[src/rtl/led_pkg.sv]
// Shared types for the LED sequencer and led_controller: step record and sequencer state.
package led_pkg;
  localparam int RGB_W = 3;
  localparam int DUR_W = 27;

  typedef struct packed {
    logic [RGB_W-1:0] rgb;
    logic [DUR_W-1:0] dur;
  } step_t;

  typedef enum logic [1:0] {IDLE, LAUNCH, WAIT, GAP} seq_state_t;
endpackage

[src/rtl/led_step_table.sv]
// DEPTH-entry step register file: one synchronous write port, one asynchronous read port.
module led_step_table
  import led_pkg::*;
#(
  parameter int DEPTH  = 8,
  parameter int ADDR_W = $clog2(DEPTH)
) (
  input  logic              clk,
  input  logic              wr_en,
  input  logic [ADDR_W-1:0] wr_addr,
  input  step_t             wr_data,
  input  logic [ADDR_W-1:0] rd_addr,
  output step_t             rd_data
);
  // Contents are intentionally not reset; a table is always written before use.
  step_t mem [DEPTH];

  always_ff @(posedge clk)
    if (wr_en) mem[wr_addr] <= wr_data;

  assign rd_data = mem[rd_addr];
endmodule

[src/rtl/led_sequencer.sv]
// Steps led_controller through a table of {rgb, duration} entries, one-shot or looping.
// Optional dark gap between steps when SEQ_GAP_EN is defined.
module led_sequencer #(
  parameter int DEPTH      = 8,
  parameter int ADDR_W     = $clog2(DEPTH),
  parameter int DUR_W      = 27,
  parameter int GAP_CYCLES = 4
) (
  input  logic              clk,
  input  logic              rst,
  input  logic              wr_en,
  input  logic [ADDR_W-1:0] wr_addr,
  input  logic [2:0]        wr_rgb,
  input  logic [DUR_W-1:0]  wr_dur,
  input  logic [ADDR_W:0]   num_steps,
  input  logic              loop,
  input  logic              go,
  input  logic              stop,
  input  logic              trigger_next,
  output logic [2:0]        rgb,
  output logic [DUR_W-1:0]  pulse_duration_cycles,
  output logic              start,
  output logic              led_rst,
  output logic              busy,
  output logic              done,
  output logic [ADDR_W-1:0] step_idx
);
  import led_pkg::*;

  localparam logic [ADDR_W:0] DEPTH_L = (ADDR_W+1)'(DEPTH);

  seq_state_t        state;
  step_t             wr_step, rd_step;
  logic [ADDR_W-1:0] rd_addr, idx_nxt;
  logic [ADDR_W:0]   steps_eff;
  logic              is_last;
  logic [DUR_W-1:0]  ld_dur;

`ifdef SEQ_GAP_EN
  localparam bit GAP_ON = (GAP_CYCLES > 0);
  localparam int GCW    = (GAP_CYCLES > 2) ? $clog2(GAP_CYCLES) : 1;
  logic [GCW-1:0] gap_cnt;
`else
  localparam int unused_gap_cycles = GAP_CYCLES;
`endif

  assign wr_step.rgb = wr_rgb;
  assign wr_step.dur = wr_dur;

  led_step_table #(.DEPTH(DEPTH), .ADDR_W(ADDR_W)) u_table (
    .clk     (clk),
    .wr_en   (wr_en),
    .wr_addr (wr_addr),
    .wr_data (wr_step),
    .rd_addr (rd_addr),
    .rd_data (rd_step)
  );

  // "Last" compares against the live num_steps, so mid-play changes apply at the next trigger.
  assign steps_eff = (num_steps > DEPTH_L) ? DEPTH_L : num_steps;
  assign is_last   = ({1'b0, step_idx} + (ADDR_W+1)'(1)) >= steps_eff;

  // Read address is the entry about to be launched on this edge.
  always_comb begin
    idx_nxt = is_last ? '0 : step_idx + ADDR_W'(1);
    case (state)
      IDLE:    rd_addr = '0;
      WAIT:    rd_addr = idx_nxt;
      default: rd_addr = step_idx;
    endcase
    ld_dur = (rd_step.dur == '0) ? DUR_W'(1) : rd_step.dur;
  end

  always_ff @(posedge clk) begin
    if (rst) begin
      state                 <= IDLE;
      rgb                   <= '0;
      pulse_duration_cycles <= '0;
      start                 <= 1'b0;
      led_rst               <= 1'b0;
      busy                  <= 1'b0;
      done                  <= 1'b0;
      step_idx              <= '0;
`ifdef SEQ_GAP_EN
      gap_cnt               <= '0;
`endif
    end else begin
      start   <= 1'b0;
      led_rst <= 1'b0;
      done    <= 1'b0;
      if (stop && state != IDLE) begin
        state   <= IDLE;
        busy    <= 1'b0;
        rgb     <= '0;
        led_rst <= 1'b1;
      end else begin
        case (state)
          IDLE: if (go && !stop) begin
            if (num_steps == '0) begin
              done <= 1'b1;
            end else begin
              state                 <= LAUNCH;
              busy                  <= 1'b1;
              step_idx              <= '0;
              rgb                   <= rd_step.rgb;
              pulse_duration_cycles <= ld_dur;
              start                 <= 1'b1;
            end
          end
          LAUNCH: state <= WAIT;
          WAIT: if (trigger_next) begin
            if (is_last && !loop) begin
              state <= IDLE;
              busy  <= 1'b0;
              done  <= 1'b1;
            end else begin
              step_idx <= idx_nxt;
`ifdef SEQ_GAP_EN
              if (GAP_ON) begin
                state   <= GAP;
                rgb     <= '0;
                gap_cnt <= GCW'(GAP_CYCLES - 1);
              end else begin
                state                 <= LAUNCH;
                rgb                   <= rd_step.rgb;
                pulse_duration_cycles <= ld_dur;
                start                 <= 1'b1;
              end
`else
              state                 <= LAUNCH;
              rgb                   <= rd_step.rgb;
              pulse_duration_cycles <= ld_dur;
              start                 <= 1'b1;
`endif
            end
          end
`ifdef SEQ_GAP_EN
          GAP: begin
            if (gap_cnt == '0) begin
              state                 <= LAUNCH;
              rgb                   <= rd_step.rgb;
              pulse_duration_cycles <= ld_dur;
              start                 <= 1'b1;
            end else begin
              gap_cnt <= gap_cnt - GCW'(1);
            end
          end
`endif
          default: state <= IDLE;
        endcase
      end
    end
  end
endmodule

[config.mk]
export PLATFORM = sky130hd
export DESIGN_NAME = led_sequencer
export DESIGN_NICKNAME = d
export VERILOG_FILES = /design/src/rtl/led_pkg.sv /design/src/rtl/led_step_table.sv /design/src/rtl/led_sequencer.sv
export SDC_FILE = /design/constraint.sdc
export NUM_CORES = 1
export LEC_CHECK = 0
export CAP_MARGIN = 20
export CORE_ASPECT_RATIO = 1.75
export CORE_UTILIZATION = 55
export CTS_BUF_LIST = sky130_fd_sc_hd__clkbuf_8
export DETAILED_ROUTE_END_ITERATION = 12
export PLACE_DENSITY = 0.74
export REMOVE_ABC_BUFFERS = 1
export SETUP_SLACK_MARGIN = 0.15
export SKIP_LAST_GASP = 1
export SLEW_MARGIN = 20
export SYNTH_ARGS = -nofsm -noshare
export SYNTH_HDL_FRONTEND = slang
export SYNTH_SLANG_ARGS = --single-unit
export TNS_END_PERCENT = 100
[constraint.sdc]
create_clock -name clk -period 9.73 [get_ports clk]
set_clock_uncertainty 0.2 [all_clocks]
set_input_delay 1.946 -clock clk [delete_from_list [all_inputs] [get_ports clk]]
set_output_delay 1.946 -clock clk [all_outputs]
set_load 0.005 [all_outputs]
; ---- Word-level counts from Yosys, hierarchy flattened
; Memory sizes are Yosys's and may differ from the RTL's.
; Index checks and enable logic that the tools add are counted.
[word_totals]
register_bits = 39
mem_bits_rw = 240
in_bits = 44
output_inout_bits = 37
word_cells = 78
memories = 1
[op_classes]
addsub = 2
n_lt_le_gt_ge = 2
eq_ne = 7
n_mux = 42
bitwise = 1
n_reduce_logical = 15
[memory_table]
columns = name, words, word_bits, read_ports, rd_ports_with_merged_regs, write_ports, line
row1 = u_table.mem, 8, 30, 1, 0, 1, led_step_table.sv:16  ; step_t mem [DEPTH];
[ops]
columns = cell, count
row1 = $mux 27, 5
row2 = $pmux 27 s2, 1
row3 = $logic_not 27->1, 1
row4 = $mux 3, 9
row5 = $pmux 3 s2, 3
row6 = $mux 1, 16
row7 = $ne 2x2->1 const B, 5
row8 = $reduce_and 5->1, 2
row9 = $mux 2, 3
row10 = $pmux 1 s2, 3
row11 = $pmux 2 s3, 1
row12 = $reduce_and 6->1, 1
row13 = $add 3x1->4 const B, 1
row14 = $ge 4x4->1, 1
row15 = $gt 4x4->1 const B, 1
row16 = $logic_not 4->1, 1
row17 = $mux 4, 1
row18 = $reduce_bool 2->1, 2
row19 = $add 3x1->3 const B, 1
row20 = $logic_and 1x1->1, 3
row21 = $reduce_and 3->1, 1
row22 = $eq 2x1->1 const B, 1
row23 = $eq 2x2->1 const B, 1
row24 = $logic_not 1->1, 2
row25 = other kinds (3), 3

; ---- Longest topological paths before layout
; An unclocked memory read counts as a cell.
[depth]
depth_word = 11
ltp_mapped = 15
depth_no_buf = 12

; ---- Cells and area by module
; Synthesis repeated with hierarchy kept, for this count alone.
[hier_totals]
hier_cells = 577
hier_area_um2 = 11059.4
[modules_own_cells]
columns = mod, n_inst, cells_each, area_each_um2, seq_area_each_um2
row1 = led_step_table, 1, 360, 9296.4, 7206.9
row2 = led_sequencer, 1, 217, 1762.9, 780.7

; ---- Worst setup path before layout
; No wires, ideal clock.
[synth_path]
kind = in2reg
from = input port wr_addr[2]
to = memory u_table.mem[0][0] in the netlist's numbering, enable pin
arrival_ns = 4.198
path_slack_ns = 4.878
path_stages = 2
n_path_buf = 0
path_cell_list = nand2b_1 -> nor3_1
[synth_lines]
columns = item, line
row1 = "start, declared", led_sequencer.sv:12  ; input logic [ADDR_W-1:0] wr_addr,
row2 = "end, declared", led_step_table.sv:16
; Straight into the memory's write port.

; ---- Final worst setup path
[layout_path]
from = input port num_steps[3]
to = register pulse_duration_cycles[0]
[layout_via]
elab_chain_cells = 11
word_cells_on_any_way = 18
cone_classes = order compare: 2 / eq/ne: 2 / mux: 9 / reduce/logical: 4 / memory: 1
[layout_rtl]
columns = item, line
row1 = "start, declared", led_sequencer.sv:15  ; input logic [ADDR_W:0] num_steps,
row2 = $gt 4x4->1, led_sequencer.sv:60  ; assign steps_eff = (num_steps > DEPTH_L) ? DEPTH_L : num_steps;
row3 = $mux 4, led_sequencer.sv:60
row4 = $ge 4x4->1, led_sequencer.sv:61  ; assign is_last = ({1'b0, step_idx} + (ADDR_W+1)'(1)) >= steps_eff;
row5 = $mux 3, led_sequencer.sv:65  ; idx_nxt = is_last ? '0 : step_idx + ADDR_W'(1);
row6 = $pmux 3 s2, led_sequencer.sv:66  ; case (state)
row7 = $mem_v2 8x30, -
row8 = $logic_not 27->1, led_sequencer.sv:71  ; ld_dur = (rd_step.dur == '0) ? DUR_W'(1) : rd_step.dur;
row9 = $mux 27, led_sequencer.sv:71
row10 = $mux 27 (on tied branches), "led_sequencer.sv:112, led_sequencer.sv:99"
row11 = $mux 27 (on tied branches), "led_sequencer.sv:111, led_sequencer.sv:98"
row12 = $pmux 27 s2, led_sequencer.sv:97  ; case (state)
row13 = "end signal, assigned", led_sequencer.sv:106  ; pulse_duration_cycles <= ld_dur;
row14 = "end signal, assigned", led_sequencer.sv:132  ; pulse_duration_cycles <= ld_dur;
row15 = "end, declared", led_sequencer.sv:21  ; output logic [DUR_W-1:0] pulse_duration_cycles,
; Several ways; a longest one is shown, not always the timed one. The select of a mux whose other input is x is not followed.
; A chain may end at the register's enable or synchronous reset.

==> metrics.cfg <==
[clock_tree]
cts_hold_buf = 0
numCtsBuffers = 38
cts_setup_buffers = 0
clock_path_buffers = 3
ctsResizeCount = 0
clk_latency_ns = 0.54
cts-root-buf = clkbuf_8
clock-sinks = 279
path_clk_slew_ns = 0.07
htreeDepth = 2
tritoncts = built

[pwr]
peakVddDrop_v = 0.000126
cellPowerDensity_nw_per_um2 = 189
report.power.total_mw = 2.43
leakage_nw = 4.31

[floorplanning]
core-area_um2 = 19700
ios = 81
dieArea_um2 = 20700
fp.dieW_um = 109
rows = 68
start_util_pct = 55.9
die_y_um = 189

[logic_synthesis]
synth_edf_count = 240
yosysMostFrequentCell = edfxtp_1
ys_seq_elements = 279
synth_top_cells_by_count = edfxtp_1, nand2_1, a21oi_1
yosysSeqAreaShare_pct = 72.3
synth.avg_cell_area_um2 = 13.6
ys_warn_count = 0
yosysTopAreaCell = edfxtp_1
synthArstFlopShare_pct = 0
synth_top_cell_area_share_pct = 65.3
syn-instance-count = 809
netlist_top_cells_area = edfxtp_1, dfxtp_1, nand2_1
synth_flop_cell = edfxtp_1
syn_area_um2 = 11000
ys_types = 47

[worst_setup_path]
critical_path.endpoint = pulse_duration_cycles[0]
worstSetupEndpointType = flop
timing.rr.end = pulse_duration_cycles[0]
reg2reg_setup_slack_ns = 5.25
cp-start-kind = input pin
worstSetupPathType = in -> reg
critPathArrivalTime_ns = 5.76
cp_max_fo = 38
critical_path_required_ns = 10.00
worstSetupStartpoint = num_steps[3]
rr_startpoint = step_idx[0]
worst-r2r-cell-count = 13

[final_layout]
drive_gt1_share_pct = 11.1
fin_area_um2 = 12900
area_growth_pct = 16.5
nNetsFinal = 943
num-fill-cells = 1454
fin_cells = 1170
final_util_pct = 65.2

[hold_path]
hp-class = reg -> reg
min_path_cells = 2

[timing]
max_freq_mhz = 182
fin_setup_tns_ns = 0
fin_crit_ns = 5.49
slew-limit-headroom_pct = 36.6
period_share_pct = 56.4
setup_viol = 0
timing_hold_violations_final = 0
hold_ws_ns = 0.294
setup_ws_ns = 4.24
maxSlewViolCount = 0
worstMarginPinSlew_ns = 0.949
rsz0062_at_grt = false

[global_route]
grt_pass1_wl_mm = 36.7
grt.overflow.total = 0
grt_pass1_vias = 7035
grt_max_degree = 59
antenna_found_initial = 1
track_usage_pct = 24.1

[routing]
drt-total-wl_mm = 24.0
drtIter0Drc = 469
final_antenna_net_count = 0
drc = 0
wire_per_inst_um = 20.5
drt-vias-per-instance = 5.98
routed-via-count = 6996
firstDrtPassIters = 5

[run_status]
status = complete, no violations

[job]
max_cap_violations = 0

[placement]
gp_congestion = 0.776
dpl_cell_area_um2 = 12100
dpl.hpwl_mm = 13.3
place_ws_ns = 3.66
port_buffers = 80
place_inst = 1099

worst min path at each step:
stage                                          from                        end  slack, ns
after global placement    pulse_duration_cycles[12]  pulse_duration_cycles[12]       0.27
after CTS                  pulse_duration_cycles[4]   pulse_duration_cycles[4]       0.30
after global routing                         rgb[0]                     rgb[0]       0.32
after detailed placement  pulse_duration_cycles[12]  pulse_duration_cycles[12]       0.29
final                      pulse_duration_cycles[4]   pulse_duration_cycles[4]       0.29
after floorplan           pulse_duration_cycles[14]  pulse_duration_cycles[14]       0.28
flip-flops by register name, indices dropped and copies added (netlist names):
signal / count
led_rst: 1
pulse_duration_cycles: 27
rgb: 3
state: 2
step_idx: 3
busy: 1
done: 1
start: 1
u_table.mem: 240
cell families after synthesis:
kind of cell | synth area share, %
compound gates | 11.8
xor+xnor | 0.0793
fa+ha+maj | 0.567
buf+inv | 2.87
flops | 72.3
mux | 3.17
simple gates | 9.16
cell type report:
type	count	area, µm²	area share (%)
clock inverter	27	214	1.66
timing repair buffer	96	933	7.25
antenna	1	2.50	0.0194
multi-input combinational	476	2820	21.9
inverter	3	11.3	0.0875
sequential	279	7990	62.1
tap	245	307	2.38
clock buffer	43	592	4.60
per-layer routing:
layer  up-vias  GRT usage (%)  share of wire [%]
met1      3441           26.9                 37
met2       277           44.6                 54
met3        43           3.44                5.8
met4         0           9.77                2.7
li1       3235              -                  -
met5         -              0                  0
layout by cell type, fill, tap and decap left out, types with 3 or more instances in the layout:
cell type and count:
nand3_1 14, nand2_1 140, a31oi_1 7, nor2_4 6, a21oi_2 3, inv_1 7
clkbuf_8 43, o211ai_2 3, nor2_1 46, a211oi_1 26, buf_4 15, a221oi_1 14
a311oi_1 4, nand4_1 5, nand2b_1 6, a21oi_1 82, clkdlybuf4s50_1 80, dfxtp_1 39
clkinv_2 11, clkinvlp_4 4, mux2i_1 35, nor2b_1 3, ha_1 5, nor4_1 3
o21ai_0 9, and3_1 5, a32oi_1 12, clkinv_1 4, a22oi_1 17, edfxtp_1 240
nor3_1 4, bufinv_16 3
worst max-delay path, stage by stage:
cell and delay, ns:
clkdlybuf4s50_1 0.44, inv_1 0.11, nand2_1 0.07, ha_1 0.29, o211ai_2 0.13, o211ai_2 0.32, o21a_2 0.76, buf_4 0.52
mux2i_1 0.28, a32oi_1 0.12, mux2i_1 0.18, nand4_1 0.15, nor4_1 0.27, a21o_1 0.15
where the power goes:
| group | internal (mW) | total (mW) | switching [mW] |
|---|---|---|---|
| registers | 1.34 | 1.36 | 0.0171 |
| logic | 0.0617 | 0.141 | 0.0796 |
| clock network | 0.493 | 0.927 | 0.434 |
No activity file was read; power rests on OpenSTA's default activity.
